===== config.mk =====
export PLATFORM = sky130hd
export DESIGN_NAME = fetch_pc_unit_flat
export DESIGN_NICKNAME = d
export VERILOG_FILES = /design/src/rtl/fetch_pc_unit_if.sv /design/src/rtl/fetch_pc_unit.sv /design/src/flat_wrapper.sv
export SDC_FILE = /design/constraint.sdc
export NUM_CORES = 1
export LEC_CHECK = 0
export ABC_AREA = 1
export CAP_MARGIN = 20
export CORE_ASPECT_RATIO = 0.75
export CORE_MARGIN = 1.5
export CORE_UTILIZATION = 43
export DETAILED_ROUTE_END_ITERATION = 7
export PLACE_DENSITY = 0.72
export SLEW_MARGIN = 15
export SYNTH_ARGS = -nofsm -noshare
export SYNTH_HDL_FRONTEND = slang
export SYNTH_SLANG_ARGS = --single-unit

===== constraint.sdc =====
create_clock -name Clk -period 4.3 [get_ports Clk]
set_input_delay 0.86 -clock Clk [delete_from_list [all_inputs] [get_ports Clk]]
set_output_delay 0.86 -clock Clk [all_outputs]
set_load 0.005 [all_outputs]

===== src/rtl/fetch_pc_unit_if.sv =====
// Handshake and decode bus between the fetch/PC stage and its environment
// (top level or testbench on the master side, fetch_pc_unit on the slave side).
interface fetch_pc_unit_if #(
  parameter int PC_W  = 10,
  parameter int CNT_W = 16
);
  logic             Start;
  logic [PC_W-1:0]  StartAddr;
  logic             BranchEn;
  logic             BOLEn;
  logic             Jump;
  logic             Ack;
  logic             CondFlag;
  logic [PC_W-1:0]  Target;
  logic [PC_W-1:0]  PC;
  logic             FetchValid;
  logic             Done;
  logic [CNT_W-1:0] CycleCnt;

  modport master (
    output Start, StartAddr, BranchEn, BOLEn, Jump, Ack, CondFlag, Target,
    input  PC, FetchValid, Done, CycleCnt
  );

  modport slave (
    input  Start, StartAddr, BranchEn, BOLEn, Jump, Ack, CondFlag, Target,
    output PC, FetchValid, Done, CycleCnt
  );
endinterface


===== src/rtl/fetch_pc_unit.sv =====
// Instruction-fetch / program-counter stage. Holds the PC addressing the
// instruction ROM, sequences IDLE -> RUN -> DONE around a start/done
// handshake and counts RUN cycles with a saturating counter.
module fetch_pc_unit #(
  parameter int              PC_W     = 10,
  parameter logic [PC_W-1:0] RESET_PC = '0,
  parameter int              CNT_W    = 16
) (
  input  logic            Clk,
  input  logic            Reset,
  fetch_pc_unit_if.slave  bus
);

  typedef enum logic [1:0] {
    S_IDLE = 2'd0,
    S_RUN  = 2'd1,
    S_DONE = 2'd2
  } state_e;

  state_e           state_q;
  logic [PC_W-1:0]  pc_q;
  logic [CNT_W-1:0] cnt_q;
  logic             fetch_valid_q;
  logic             done_q;

  logic             branch_taken;
  logic [PC_W-1:0]  pc_run_d;
  logic [CNT_W-1:0] cnt_inc_d;

  // Branch fires when the flag matches the inverted polarity bit.
  assign branch_taken = bus.BranchEn && (bus.CondFlag == ~bus.BOLEn);

  // Next PC for a non-halting RUN cycle; wraps modulo 2^PC_W naturally.
  always_comb begin
    pc_run_d = pc_q + PC_W'(1);
    if (branch_taken) begin
      pc_run_d = bus.Target;
    end else if (bus.Jump && bus.CondFlag) begin
      pc_run_d = pc_q + PC_W'(2);
    end
  end

  // Saturating increment of the executed-cycle counter.
  always_comb begin
    cnt_inc_d = cnt_q + CNT_W'(1);
    if (cnt_q == {CNT_W{1'b1}}) begin
      cnt_inc_d = cnt_q;
    end
  end

  // Control FSM with registered PC, counter and status outputs.
  always_ff @(posedge Clk) begin
    if (Reset) begin
      state_q       <= S_IDLE;
      pc_q          <= RESET_PC;
      cnt_q         <= '0;
      fetch_valid_q <= 1'b0;
      done_q        <= 1'b0;
    end else begin
      unique case (state_q)
        S_IDLE, S_DONE: begin
          if (bus.Start) begin
            state_q       <= S_RUN;
            pc_q          <= bus.StartAddr;
            cnt_q         <= '0;
            fetch_valid_q <= 1'b1;
            done_q        <= 1'b0;
          end
        end
        S_RUN: begin
          // The halt cycle itself is counted before stopping.
          cnt_q <= cnt_inc_d;
          if (bus.Ack) begin
            state_q       <= S_DONE;
            fetch_valid_q <= 1'b0;
            done_q        <= 1'b1;
          end else begin
            pc_q <= pc_run_d;
          end
        end
        default: begin
          state_q       <= S_IDLE;
          fetch_valid_q <= 1'b0;
          done_q        <= 1'b0;
        end
      endcase
    end
  end

  assign bus.PC         = pc_q;
  assign bus.FetchValid = fetch_valid_q;
  assign bus.Done       = done_q;
  assign bus.CycleCnt   = cnt_q;

endmodule


===== src/flat_wrapper.sv =====
// flat-port wrapper written by rule: the top's interface ports become plain ports
module fetch_pc_unit_flat 
#(
  parameter int              PC_W     = 10,
  parameter logic [PC_W-1:0] RESET_PC = '0,
  parameter int              CNT_W    = 16
)
  (Clk, Reset, bus_Start, bus_StartAddr, bus_BranchEn, bus_BOLEn, bus_Jump, bus_Ack, bus_CondFlag, bus_Target, bus_PC, bus_FetchValid, bus_Done, bus_CycleCnt);
  fetch_pc_unit_if #(.PC_W(PC_W), .CNT_W(CNT_W)) bus_i ();
  input  logic Clk;
  input  logic Reset;
  input wire logic [$bits(bus_i.Start)-1:0] bus_Start;
  input wire logic [$bits(bus_i.StartAddr)-1:0] bus_StartAddr;
  input wire logic [$bits(bus_i.BranchEn)-1:0] bus_BranchEn;
  input wire logic [$bits(bus_i.BOLEn)-1:0] bus_BOLEn;
  input wire logic [$bits(bus_i.Jump)-1:0] bus_Jump;
  input wire logic [$bits(bus_i.Ack)-1:0] bus_Ack;
  input wire logic [$bits(bus_i.CondFlag)-1:0] bus_CondFlag;
  input wire logic [$bits(bus_i.Target)-1:0] bus_Target;
  output wire logic [$bits(bus_i.PC)-1:0] bus_PC;
  output wire logic [$bits(bus_i.FetchValid)-1:0] bus_FetchValid;
  output wire logic [$bits(bus_i.Done)-1:0] bus_Done;
  output wire logic [$bits(bus_i.CycleCnt)-1:0] bus_CycleCnt;
  assign bus_i.Start = bus_Start;
  assign bus_i.StartAddr = bus_StartAddr;
  assign bus_i.BranchEn = bus_BranchEn;
  assign bus_i.BOLEn = bus_BOLEn;
  assign bus_i.Jump = bus_Jump;
  assign bus_i.Ack = bus_Ack;
  assign bus_i.CondFlag = bus_CondFlag;
  assign bus_i.Target = bus_Target;
  assign bus_PC = bus_i.PC;
  assign bus_FetchValid = bus_i.FetchValid;
  assign bus_Done = bus_i.Done;
  assign bus_CycleCnt = bus_i.CycleCnt;
  fetch_pc_unit #(.PC_W(PC_W), .RESET_PC(RESET_PC), .CNT_W(CNT_W)) u_core (.Clk(Clk), .Reset(Reset), .bus(bus_i));
endmodule

==> results_dict.tcl <==
set metrics [dict create \
    cp-end-kind "flip-flop" \
    max-cap-violations 0 \
    die_area_um2 5260 \
    hpwl_mm 4.23 \
    r2r_setup_slack_ns 2.06 \
    holdCritStartpoint "u_core.bus.Done$_SDFFE_PP0P_" \
    hold_depth 2 \
    synth_fp_nets 366 \
    syn_avg_cell_area_um2 6.20 \
    stdcell_area_um2 2750 \
    worst_pin_slew_ns 0.594 \
    final-setup-viol-count 0 \
    numCtsBuffers 5 \
    die_h_um 63.2 \
    drive_gt1_frac 0.0895 \
    post_drt_wl_per_cell_um 12.7 \
    clkTransAtPathRegs_ns 0.07 \
    yosysUniqueCellTypes 29 \
    antenna_found_initial 0 \
    crit_path_start_kind "input port" \
    ir_worst_vdd_mv 0.208 \
    grt_pass1_vias 1999 \
    powerDensity_nw_per_um2 253 \
    crit_arrival_ns 2.53 \
    synth_flop_cell "dfxtp_1" \
    rsz0062_at_grt "no" \
    area_growth_pct 32.3 \
    synthTopCellsByArea "dfxtp_1, nand2_1, inv_1, nor2_1, a21oi_1" \
    post_cts_buffers 0 \
    yosysTopAreaCellShare 0.289 \
    grt_overflow_total 0 \
    die_w_um 83.3 \
    cp.required_ns 4.53 \
    synth-warning-count 0 \
    synth-xor-area-share 0.0126 \
    hold_viol_final 0 \
    r2r_cells 8 \
    synth_top_cells_by_count "nand2_1, inv_1, nor2_1" \
    synth_mux_area_frac 0 \
    ant_nets 0 \
    grt_use_met3 0.0446 \
    drt-pass1-iter-count 4 \
    synthArstFlopShare 0 \
    layout.nets 421 \
    grtUsageTotal 0.221 \
    hold_end "u_core.bus.Done$_SDFFE_PP0P_" \
    fp-row-count 21 \
    hold_class "flip-flop to flip-flop" \
    drt_iter0_markers 118 \
    synth-seq-cells 30 \
    dpl_cell_area_um2 2660 \
    cp_max_fo 16 \
    synth_top_family_by_area "simple AND/OR/NAND/NOR gates" \
    finalClockSkew_ns 0.00677 \
    place.gp.congestion 0.823 \
    ys_seq_area_frac 0.289 \
    synth_enable_flop_cells 0 \
    insertion_delay_ns 0.28 \
    htreeDepth 2 \
    grt.met1_usage 0.328 \
    cts-root-buf "clkbuf_8" \
    r2r_start "u_core.state_q[0]$_SDFFE_PP0P_" \
    finalWirelength_mm 5.69 \
    grt_max_degree 25 \
    fmax_ghz 0.435 \
    r2r-end "u_core.bus.CycleCnt[3]$_SDFFE_PP0P_" \
    tns_ns 0 \
    numPortBuffers 55 \
    maxSlewHeadroom 0.603 \
    cts_tree "built" \
    grt_pass1_wl_mm 9.42 \
    viasPerCell 5.02 \
    fin_crit_ns 2.30 \
    synth_simple_gate_area_frac 0.414 \
    status "completed" \
    cts_resized 0 \
    power.leakage_nw 1.21 \
    route.detailed.drc 0 \
    finalPower_mw 0.695 \
    synth_top_area_cell "dfxtp_1" \
    cts_buffer_depth 2 \
    critPathKind "input port to flip-flop" \
    initial_core_util 0.457 \
    syn_area_um2 2080 \
    grtUsageMet2 0.317 \
    synthAdderAreaFrac 0.0181 \
    holdBufCountCts 0 \
    pin_count 56 \
    fillers 438 \
    post-route-period-util 0.535 \
    clock_sinks 30 \
    diodes 0 \
    busiest_layer "met1" \
    netlist_instances 335 \
    vias 2248 \
    final_max_slew_viol_count 0 \
    yosysMostFrequentCell "nand2_1" \
    core_um2 4550 \
    synth_compound_area_frac 0.163 \
]
[report_power, final]
part	total, mW	internal (mW)	switching, mW	leakage, nW
clock	0.244	0.129	0.115	0.0482
sequential	0.308	0.291	0.0169	0.245
combinational	0.143	0.0684	0.0749	0.915
total	0.695	0.489	0.206	1.21
[per-stage QoR]
stage                     utilization  worst slack, ns  hold WS, ns  cells
after floorplan                     -             2.48        0.458    335
after global placement          0.585             1.73        0.460    440
after detailed placement        0.585             1.72        0.458    440
after CTS                       0.605             2.01        0.472    448
after global routing            0.605             1.79        0.486    448
final                           0.605             2.00        0.469    448
[routing by layer]
| metal | wire length, um | vias up |
|---|---|---|
| met4 | 51 | 0 |
| met5 | 0 | - |
| met3 | 368 | 6 |
| met1 | 2920 | 984 |
| li1 | - | 1182 |
| met2 | 2360 | 76 |
[kinds of logic (layout without fill, tap and decap cells)]
family          count (synthesis)  in the layout
fa+ha+maj                       3              3
xor+xnor                        3              3
flops                          30             30
simple gates                  189            189
compound gates                 58             58
buf+inv                        52            108
[sequential cells by signal, indices dropped and copies added (netlist names)]
signal and cells:
u_core.bus.FetchValid 1, u_core.bus.Done 1, u_core.bus.PC 10, u_core.bus.CycleCnt 16, u_core.state_q 2
[worst max path at each step]
stage	to	depth (start not counted)	slack [ns]	from
floorplan	u_core.bus.PC[0]$_SDFFE_PP0P_	9	2.48	bus_BOLEn
global placement	u_core.bus.PC[9]$_SDFFE_PP0P_	8	1.73	bus_CondFlag
detailed placement	u_core.bus.PC[0]$_SDFFE_PP0P_	8	1.72	bus_CondFlag
CTS	u_core.bus.PC[0]$_SDFFE_PP0P_	9	2.01	bus_CondFlag
global route	u_core.bus.PC[0]$_SDFFE_PP0P_	9	1.79	bus_CondFlag
finish	u_core.bus.PC[0]$_SDFFE_PP0P_	9	2.00	bus_CondFlag
[placed cells by master (no fill, tap or decap), types with 2 or more instances in the layout]
cell             count
o211ai_1             3
nor3_1               3
o21ai_0             17
ha_1                 3
nand2_2              8
nand2_1             96
clkdlybuf4s50_1     55
nand2_4              2
nor2_1              40
nand4_1              7
xor2_1               3
clkbuf_8             6
o21bai_1             2
a21oi_2              8
a21oi_1             26
inv_1               43
nor2_2               2
nand3_1             23
nand3b_1             2
dfxtp_1             30
nor2_4               2
[cell type report]
type / count / area, um2 / share of cell area
multi-input combinational: 253 / 1260 / 0.459
sequential: 30 / 601 / 0.218
timing repair buffer: 56 / 558 / 0.203
clock buffer: 7 / 86.3 / 0.0314
tap: 57 / 71.3 / 0.0259
clock inverter: 1 / 5.00 / 0.00182
inverter: 44 / 165 / 0.0601
[critical path: stages]
cell and delay [ns]:
clkdlybuf4s50_1 0.51, nor2_1 0.07, nor2_2 0.28, inv_1 0.31, a21oi_1 0.19, o21ai_0 0.10, nand3b_1 0.11, nand2_1 0.05
inv_1 0.04
(Power assumes the default switching activity.)
==> patch (config.mk and constraints unchanged) <==
`CNT_W` is set to 16 in 3 places; all go to 32.
--- a/src/rtl/fetch_pc_unit_if.sv
+++ b/src/rtl/fetch_pc_unit_if.sv
@@ -4,3 +4,3 @@
   parameter int PC_W  = 10,
-  parameter int CNT_W = 16
+  parameter int CNT_W = 32
 );
--- a/src/rtl/fetch_pc_unit.sv
+++ b/src/rtl/fetch_pc_unit.sv
@@ -6,3 +6,3 @@
   parameter logic [PC_W-1:0] RESET_PC = '0,
-  parameter int              CNT_W    = 16
+  parameter int              CNT_W    = 32
 ) (
--- a/src/flat_wrapper.sv
+++ b/src/flat_wrapper.sv
@@ -5,3 +5,3 @@
   parameter logic [PC_W-1:0] RESET_PC = '0,
-  parameter int              CNT_W    = 16
+  parameter int              CNT_W    = 32
 )
Interface: changed (resized bus_CycleCnt); port bits go from 56 to 72. The function was not compared with the original's and may differ.
==> patch against the original RTL <==
  * Total power is 25% higher
  * Final cell count is 51% higher
  * Cell area up 42%
  * Worst setup slack worse by 0.16 ns
  * Sequential share of layout area is 1.7 points higher
  * Routed wire length increased by 60%
  * Via count is 55% higher
  * Sequential cell count increased by 16
  * Area after synthesis grew 47%
==> patch: results (changes against the original RTL) <==
status:
  status: "completed"  # unchanged
grt:
  met2_usage_pct: 35.0  # was 31.7%
  grt_max_degree: 36  # was 25
  met3_usage_pct: 5.78  # was 4.46%
  grt_pass1_vias: 3084  # was 1,999
  grt_pass1_wl_um: 15000  # was 9420 um
route:
  wl_um: 9090  # was 5690 um
  vias_per_cell: 5.14  # was 5.02
  firstDrtPassIters: 5  # was 4
  drtIter0Drc: 268  # was 118
cells_and_area:
  fillers: 678  # was 438
  drive_gt1_share_pct: 5.69  # was 8.95%
  finalNetCount: 611  # was 421
  largest_reg_flops: 32  # was 16
worst_setup_path:
  cp.arrival_ns: 2.73  # was 2.53 ns
  setup.worst_path.end: "u_core.bus.PC[6]"  # was u_core.bus.PC[0]
  cp-startpoint: "u_core.state_q[0]"  # was bus_CondFlag
  crit_fanout: 32  # was 16
  r2r_slack_ns: 1.84  # was 2.06 ns
  reg2reg_depth: 10  # was 8
yosys:
  synth_area_leaders: "dfxtp_1, nand2_1, nor2_1, nand3_1, inv_1"  # was dfxtp_1, nand2_1, inv_1, nor2_1, a21oi_1
  syn_nets: 545  # was 366
  synth-async-reset-ratio_pct: 0  # unchanged
  yosys_warnings: 0  # unchanged
  ys_types: 34  # was 29
  ys_seq_area_share_pct: 30.1  # was 28.9%
  synth.top_cells.by_count: "nand2_1, nor2_1, inv_1"  # was nand2_1, inv_1, nor2_1
sta:
  timing.slew.headroom_pct: 45.3  # was 60.3%
  fin_worst_skew_ns: 0.0116  # was 0.00677 ns
pwr:
  seq_cell_power_mw: 0.454  # was 0.308 mW
  p_clk_share_pct: 30.4  # was 35.1%
  power.group.top: "registers"  # unchanged
  swShare_pct: 29.0  # was 29.7%
  peakVddDrop_v: 0.000116  # was 0.000208 V
placed_design:
  place_area_sq_um: 3830  # was 2660 sq um
  port_buffers: 71  # was 55
  gp_congestion: 0.974  # was 0.823
  dp_hpwl_um: 6870  # was 4230 um
cts:
  cts_root_buffer: "clkbuf_8"  # unchanged
  clock_latency_ns: 0.31  # was 0.28 ns
  postCtsSetupBuffers: 0  # unchanged
  path_clk_slew_ns: 0.09  # was 0.07 ns
==> patch: changes by cell type in the layout (fill, tap and decap cells not counted), sizes merged, moves of 3 or more <==
cell	before	now
a21oi	34	41
clkdlybuf4s50	55	71
dfxtp	30	46
inv	44	60
nand2	106	145
nand3	23	50
nand4	8	5
nor2	45	92
nor3	3	8
o21ai	17	24
or2	1	5
==> patch: stage by stage <==
step                std cells  setup slack (ns)  hold slack (ns)  total power [mW]  utilization (%)
floorplan                 514              2.45            0.458             0.548                -
global placement          671              1.62            0.460             0.613             55.9
detailed placement        671              1.55            0.457             0.616             55.9
CTS                       678              1.86            0.471             0.876             57.0
global route              678              1.60            0.509             0.911             57.0
finish                    678              1.84            0.474             0.872             57.0
==> patch: area by class of cell <==
cell class | count | area (sq um) | share of cell area, %
tap | 98 | 123 | 3.13
multi-input combinational | 395 | 1850 | 47.1
sequential | 46 | 921 | 23.5
inverter | 60 | 228 | 5.82
clock inverter | 1 | 7.51 | 0.192
clock buffer | 6 | 72.6 | 1.85
timing repair buffer | 72 | 718 | 18.3
==> patch: logic make-up after synthesis <==
family                     after synthesis  synth area share, %
AOI/OAI and AO/OA                       77                 13.5
DFF                                     46                 30.1
buffers and inverters                   73                 9.64
adders and majority gates                3                 1.23
and+or+nand+nor                        308                 43.6
xor gates and xnor gates                 7                 2.00
==> patch: worst max-delay path, cell delays in order, from the launching register on <==
cell	delay, ns
dfxtp_1	0.41
inv_2	0.08
nor2_4	0.59
inv_2	0.31
or2_1	0.31
nand2_2	0.19
inv_2	0.16
nor2_2	0.12
o21a_1	0.12
nand2_1	0.05
nand2_1	0.05
==> patch: routing by layer <==
layer / part of all wire [%] / wire, um
met1: 49 / 4450
met2: 42 / 3790
met3: 8.3 / 758
met4: 0.95 / 86
met5: 0 / 0
